File: src/rtl/reservation_station.sv
// reservation_station
//
// Holds decoded ALU/branch/JAL/JALR/AUIPC/LUI ops from issue until both
// operands are known, snooping the ALU and LSB common data buses for results,
// and sends the lowest-index ready op to the single-cycle ALU each cycle.
//
// Ports
//   clk_in, rst_in (async, active low), rdy_in (low = freeze everything)
//   _clear                       synchronous flush, beats everything but reset
//   _rs_*                        issue-side write of one entry, _rs_full back
//   _cdb_alu_*, _cdb_lsb_*       result broadcasts (tag + value)
//   _alu_*                       registered op presented to the ALU
module reservation_station #(
    parameter int unsigned DEPTH = 8,
    parameter int unsigned IDX_W = 3
) (
    input  logic        clk_in,
    input  logic        rst_in,
    input  logic        rdy_in,
    input  logic        _clear,

    input  logic        _rs_ready,
    input  logic [6:0]  _rs_type,
    input  logic [3:0]  _rs_op,
    input  logic [4:0]  _rs_rob_id,
    input  logic [31:0] _rs_r1,
    input  logic [31:0] _rs_r2,
    input  logic [31:0] _rs_imm,
    input  logic        _rs_has_dep1,
    input  logic [4:0]  _rs_dep1,
    input  logic        _rs_has_dep2,
    input  logic [4:0]  _rs_dep2,
    output logic        _rs_full,

    input  logic        _cdb_alu_valid,
    input  logic [4:0]  _cdb_alu_rob_id,
    input  logic [31:0] _cdb_alu_value,
    input  logic        _cdb_lsb_valid,
    input  logic [4:0]  _cdb_lsb_rob_id,
    input  logic [31:0] _cdb_lsb_value,

    output logic        _alu_valid,
    output logic [6:0]  _alu_type,
    output logic [3:0]  _alu_op,
    output logic [4:0]  _alu_rob_id,
    output logic [31:0] _alu_r1,
    output logic [31:0] _alu_r2,
    output logic [31:0] _alu_imm
);

    // Entry storage
    logic [DEPTH-1:0] busy_q;
    logic [DEPTH-1:0] h1_q;
    logic [DEPTH-1:0] h2_q;
    logic [6:0]       type_q [DEPTH];
    logic [3:0]       op_q   [DEPTH];
    logic [4:0]       rob_q  [DEPTH];
    logic [31:0]      v1_q   [DEPTH];
    logic [31:0]      v2_q   [DEPTH];
    logic [4:0]       q1_q   [DEPTH];
    logic [4:0]       q2_q   [DEPTH];
    logic [31:0]      imm_q  [DEPTH];

    logic [DEPTH-1:0] ready_vec;
    logic             free_found;
    logic [IDX_W-1:0] free_idx;
    logic             disp_found;
    logic [IDX_W-1:0] disp_idx;

    logic             in_h1;
    logic             in_h2;
    logic [31:0]      in_v1;
    logic [31:0]      in_v2;

    // Full is purely from registered busy bits; a same-cycle dispatch does not relieve it.
    assign _rs_full  = &busy_q;
    assign ready_vec = busy_q & ~h1_q & ~h2_q;

    // Lowest-index free slot and lowest-index ready slot, both from pre-edge state,
    // so a slot freed by dispatch is never reallocated in the same cycle.
    always_comb begin
        free_found = 1'b0;
        free_idx   = '0;
        disp_found = 1'b0;
        disp_idx   = '0;
        for (int i = 0; i < int'(DEPTH); i++) begin
            if (!busy_q[i] && !free_found) begin
                free_found = 1'b1;
                free_idx   = IDX_W'(i);
            end
            if (ready_vec[i] && !disp_found) begin
                disp_found = 1'b1;
                disp_idx   = IDX_W'(i);
            end
        end
    end

    // Issue-time bypass; the ALU bus wins a (never legal) tag tie.
    always_comb begin
        in_h1 = _rs_has_dep1;
        in_v1 = _rs_r1;
        if (_rs_has_dep1) begin
            if (_cdb_alu_valid && (_cdb_alu_rob_id == _rs_dep1)) begin
                in_h1 = 1'b0;
                in_v1 = _cdb_alu_value;
            end else if (_cdb_lsb_valid && (_cdb_lsb_rob_id == _rs_dep1)) begin
                in_h1 = 1'b0;
                in_v1 = _cdb_lsb_value;
            end
        end
        in_h2 = _rs_has_dep2;
        in_v2 = _rs_r2;
        if (_rs_has_dep2) begin
            if (_cdb_alu_valid && (_cdb_alu_rob_id == _rs_dep2)) begin
                in_h2 = 1'b0;
                in_v2 = _cdb_alu_value;
            end else if (_cdb_lsb_valid && (_cdb_lsb_rob_id == _rs_dep2)) begin
                in_h2 = 1'b0;
                in_v2 = _cdb_lsb_value;
            end
        end
    end

    always_ff @(posedge clk_in or negedge rst_in) begin
        if (!rst_in) begin
            busy_q      <= '0;
            h1_q        <= '0;
            h2_q        <= '0;
            for (int i = 0; i < int'(DEPTH); i++) begin
                type_q[i] <= '0;
                op_q[i]   <= '0;
                rob_q[i]  <= '0;
                v1_q[i]   <= '0;
                v2_q[i]   <= '0;
                q1_q[i]   <= '0;
                q2_q[i]   <= '0;
                imm_q[i]  <= '0;
            end
            _alu_valid  <= 1'b0;
            _alu_type   <= '0;
            _alu_op     <= '0;
            _alu_rob_id <= '0;
            _alu_r1     <= '0;
            _alu_r2     <= '0;
            _alu_imm    <= '0;
        end else if (rdy_in) begin
            if (_clear) begin
                busy_q     <= '0;
                _alu_valid <= 1'b0;
            end else begin
                // Wakeup: both buses are snooped by every waiting entry.
                for (int i = 0; i < int'(DEPTH); i++) begin
                    if (busy_q[i] && h1_q[i]) begin
                        if (_cdb_alu_valid && (_cdb_alu_rob_id == q1_q[i])) begin
                            h1_q[i] <= 1'b0;
                            v1_q[i] <= _cdb_alu_value;
                        end else if (_cdb_lsb_valid && (_cdb_lsb_rob_id == q1_q[i])) begin
                            h1_q[i] <= 1'b0;
                            v1_q[i] <= _cdb_lsb_value;
                        end
                    end
                    if (busy_q[i] && h2_q[i]) begin
                        if (_cdb_alu_valid && (_cdb_alu_rob_id == q2_q[i])) begin
                            h2_q[i] <= 1'b0;
                            v2_q[i] <= _cdb_alu_value;
                        end else if (_cdb_lsb_valid && (_cdb_lsb_rob_id == q2_q[i])) begin
                            h2_q[i] <= 1'b0;
                            v2_q[i] <= _cdb_lsb_value;
                        end
                    end
                end

                // Allocation targets a slot that was free before the edge, so it
                // never collides with the wakeup or dispatch writes above/below.
                if (_rs_ready && free_found) begin
                    busy_q[free_idx] <= 1'b1;
                    type_q[free_idx] <= _rs_type;
                    op_q[free_idx]   <= _rs_op;
                    rob_q[free_idx]  <= _rs_rob_id;
                    imm_q[free_idx]  <= _rs_imm;
                    q1_q[free_idx]   <= _rs_dep1;
                    q2_q[free_idx]   <= _rs_dep2;
                    h1_q[free_idx]   <= in_h1;
                    h2_q[free_idx]   <= in_h2;
                    v1_q[free_idx]   <= in_v1;
                    v2_q[free_idx]   <= in_v2;
                end

                if (disp_found) begin
                    busy_q[disp_idx] <= 1'b0;
                    _alu_valid       <= 1'b1;
                    _alu_type        <= type_q[disp_idx];
                    _alu_op          <= op_q[disp_idx];
                    _alu_rob_id      <= rob_q[disp_idx];
                    _alu_r1          <= v1_q[disp_idx];
                    _alu_r2          <= v2_q[disp_idx];
                    _alu_imm         <= imm_q[disp_idx];
                end else begin
                    _alu_valid <= 1'b0;
                end
            end
        end
    end

endmodule

File: config.mk
export PLATFORM = sky130hd
export DESIGN_NAME = reservation_station
export DESIGN_NICKNAME = d
export VERILOG_FILES = /design/src/rtl/reservation_station.sv
export SDC_FILE = /design/constraint.sdc
export NUM_CORES = 2
export LEC_CHECK = 0
export ABC_CLOCK_PERIOD_IN_PS = 3600
export CAP_MARGIN = 20
export CORE_MARGIN = 2
export CORE_UTILIZATION = 40
export CTS_BUF_LIST = sky130_fd_sc_hd__clkbuf_8
export CTS_CLUSTER_DIAMETER = 150
export DETAILED_ROUTE_END_ITERATION = 8
export PLACE_DENSITY_LB_ADDON = 0.1
export SYNTH_ARGS = -nofsm -noshare
export SYNTH_HDL_FRONTEND = slang
export SYNTH_SLANG_ARGS = --single-unit
File: constraint.sdc
create_clock -name clk_in -period 3.6 [get_ports clk_in]
set_input_delay 0.9 -clock clk_in [delete_from_list [all_inputs] [get_ports clk_in]]
set_output_delay 0.9 -clock clk_in [all_outputs]
set_load 0.01 [all_outputs]
==> results.py <==
metrics = {
    "status": {
        "run_status": "finished, final reports clean",
    },
    "layout": {
        "multiInputGateArea_um2": 29420,
        "instances_no_fill": 8579,
        "fin_nets": 6603,
        "fill_cells": 13860,
        "drive_above_1_share_pct": 16.07,
        "seqCellArea_um2": 27850,
        "final_area_um2": 73640,
        "syn_to_final_growth_pct": 21.46,
    },
    "timing": {
        "rsz0062_at_grt": "false",
        "slew_violations": 0,
        "timing.final.crit_share_pct": 92.84,
        "hold_viol": 0,
        "holdWs_ns": 0.4715,
        "max_freq_mhz": 299.2,
        "slew_headroom_pct": 36.11,
        "period_needed_ns": 3.342,
        "worst_pin_slew_ns": 0.9547,
        "setup_viol_count_final": 0,
        "skew_ns": 0.05074,
    },
    "cts": {
        "tritoncts": "built",
        "clock-sinks": 1113,
        "clk_path_buf_depth": 3,
        "numCtsBuffers": 204,
        "clkTransAtPathRegs_ns": 0.06,
        "clk_latency_ns": 0.95,
        "cts_root_buffer": "clkbuf_8",
        "htreeDepth": 4,
        "post_cts_buffers": 0,
    },
    "setup_path": {
        "r2r_cells": 9,
        "crit_type": "reg2out",
        "cp.required_ns": 2.70,
        "path_delay_family": "simple AND/OR/NAND/NOR gates",
        "critPathSlowestCell": "dfrtp_1",
        "cpPeakStageDelay_ns": 0.56,
        "r2r_end": "_alu_r1[13]",
        "end_kind": "primary output",
        "start_kind": "flip-flop",
        "worstPathCellList": "nand2_1, nor4_1, dlygate4sd2_1",
        "crit_fanout": 9,
        "r2r-start": "h2_q[7]",
        "r2r_slack_ns": 0.43,
        "crit_buf_inv": 1,
        "arrival_ns": 2.44,
    },
    "floorplanning": {
        "floorplan.rows": 142,
        "die_h_um": 393.3,
        "fp.coreArea_um2": 150100,
        "boundaryPins": 319,
        "initial_utilization_pct": 40.38,
        "die_x_um": 393.3,
        "die_area_um2": 154700,
    },
    "power": {
        "pwr-share-clk_pct": 33.1,
        "p_comb_share_pct": 24.0,
        "peakVddDrop_v": 0.0003681,
        "power_frac_seq_pct": 42.9,
        "p_sw_mw": 12.05,
        "p_sw_share_pct": 31.80,
        "p_int_mw": 25.85,
        "power.density_nw_per_um2": 514.8,
        "p_leak_nw": 30.92,
    },
    "worst_hold_path": {
        "hold_depth": 2,
        "min_to": "imm_q[52]",
        "worstHoldStart": "imm_q[52]",
        "hold_path.class": "reg2reg",
    },
    "global_routing": {
        "grt_pass1_vias": 54480,
        "grt_max_degree": 103,
        "antenna_found_initial": 24,
        "overflow": 0,
        "grt_pass1_wl_mm": 376.6,
        "grtUsageTotal_pct": 32.31,
    },
    "synthesis": {
        "netlist_area_um2": 60630,
        "ys_top_cells_by_count": "1113 x dfrtp_1, 903 x nand2_1, 693 x mux2i_1",
        "synthFlopType": "dfrtp_1",
        "yosys_warnings": 0,
        "yosysTopAreaCellShare_pct": 45.94,
        "yosysTopAreaCell": "dfrtp_1",
        "avgSynthCellArea_um2": 9.988,
        "seq_area_frac_synth_pct": 45.94,
        "synthTopCellsByArea": "dfrtp_1 46%, mux2i_1 11%, nand2_1 5.6%, o22a_1 3.9%, clkbuf_1 3.1%",
        "syn_inst": 6070,
        "synthArstFlopShare_pct": 100.0,
        "synth_edf_count": 0,
        "ys_ff_latch": 1113,
        "synthesis.nets": 6275,
        "synth_most_common_cell": "dfrtp_1",
        "ys_types": 64,
    },
    "placement": {
        "gp_congestion": 0.8895,
        "dp_hpwl_mm": 161.5,
        "dpl_cell_area_um2": 69420,
        "dp.cells": 8207,
        "io_buffers": 318,
    },
    "route": {
        "ant_nets": 0,
        "drt_iter0_drc": 6588,
        "wl_per_cell_um": 29.84,
        "vias_per_cell": 6.352,
        "dr.pass1.iters": 8,
        "routed_wl_mm": 256.0,
        "vias": 54500,
        "drt_drc_violations_left": 0,
    },
    "flow_run": {
        "drv_cap": 0,
    },
}
==> worst max-delay path by stage <==
stage                            start         to  slack (ns)  cells past startpoint
detailed placement         _rs_dep2[1]   v2_q[79]       -0.23                      9
finish                       busy_q[1]   _rs_full        0.26                      3
floorplan           _cdb_alu_rob_id[0]  v1_q[194]        0.68                     10
global route                 busy_q[1]   _rs_full        0.09                      3
global placement           _rs_dep2[1]  v2_q[207]       -0.13                     10
CTS                          busy_q[1]   _rs_full        0.17                      3
==> power by group through the flow <==
stage	logic [mW]	clock network, mW	registers, mW
5_1_grt	9.85	13.4	16.5
3_5_place_dp	9.04	0	16.4
6_report	9.09	12.6	16.3
3_3_place_gp	8.93	0	16.4
2_1_floorplan	5.06	0	16.2
4_1_cts	9.08	12.8	16.2
==> cell type report <==
class	instances	share of cell area, %
multi-input combinational	4131	39.95
sequential	1113	37.82
timing repair buffer	832	12.49
clock buffer	261	4.878
tap	2016	3.425
clock inverter	101	0.8088
inverter	116	0.5913
antenna	9	0.03058
==> cell families after synthesis <==
family / Yosys count / share of synthesized area, %
buffers and inverters: 826 / 6.210
XOR/XNOR: 180 / 2.600
flip-flops: 1113 / 45.94
AND/OR/NAND/NOR: 1674 / 11.89
AO/OA/AOI/OAI: 1410 / 18.69
multiplexers: 867 / 14.67
==> stage by stage <==
stage,setup TNS (ns),power [mW],util [%],setup WS (ns)
detailed placement,-12.27,25.46,46.24,-0.2330
CTS,0,38.13,49.03,0.1696
floorplan,0,21.22,-,0.6823
global route,0,39.69,49.04,0.09057
finish,0,37.91,49.05,0.2579
global placement,-12.01,25.33,46.24,-0.1339
==> placed cells by master (no fill, tap or decap), drive strengths merged, types with 60 or more instances in the layout <==
master / netlist / routed
buf: 214 / 514
a222oi: 66 / 66
nand2: 903 / 903
o221ai: 151 / 151
clkdlybuf4s50: 0 / 316
nand3: 152 / 152
xnor2: 60 / 60
a221oi: 210 / 210
nor2: 211 / 211
a221o: 105 / 105
o22a: 269 / 269
dfrtp: 1113 / 1113
mux2i: 693 / 693
a22oi: 225 / 225
nor3: 277 / 277
clkbuf: 496 / 261
mux2: 174 / 174
inv: 116 / 195
o22ai: 124 / 124
a31oi: 157 / 157
xor2: 120 / 120
==> sequential cells by signal (all words and copies together) (netlist names) <==
register / count
imm_q: 256
v1_q: 256
v2_q: 256
type_q: 56
q1_q: 40
q2_q: 40
rob_q: 40
_alu_imm: 32
_alu_r1: 32
_alu_r2: 32
op_q: 32
busy_q: 8
h1_q: 8
h2_q: 8
_alu_type: 7
_alu_rob_id: 5
_alu_op: 4
_alu_valid: 1
==> tightest hold or removal path: cells and delay by family (launching register included) <==
kind	cells	cell delay (ns)
flops	1	0.34
simple gates	2	0.10
==> timing repair <==
action / 4_1_cts / 5_1_grt
gates resized for setup: 1 / 0
hold buffers: 1 / 0
endpoints found under the setup margin: 1 / 0
hold endpoints to repair: 36 / 0
==> layer usage <==
metal	up-vias	part of all wire, %	track usage [%]
met3	639	9.8	8.169
met2	3133	44	48.75
li1	23220	-	-
met4	30	4.3	14.09
met1	27470	42	43.79
met5	-	0.076	0
Note: power is estimated with default switching activity, not from simulation.
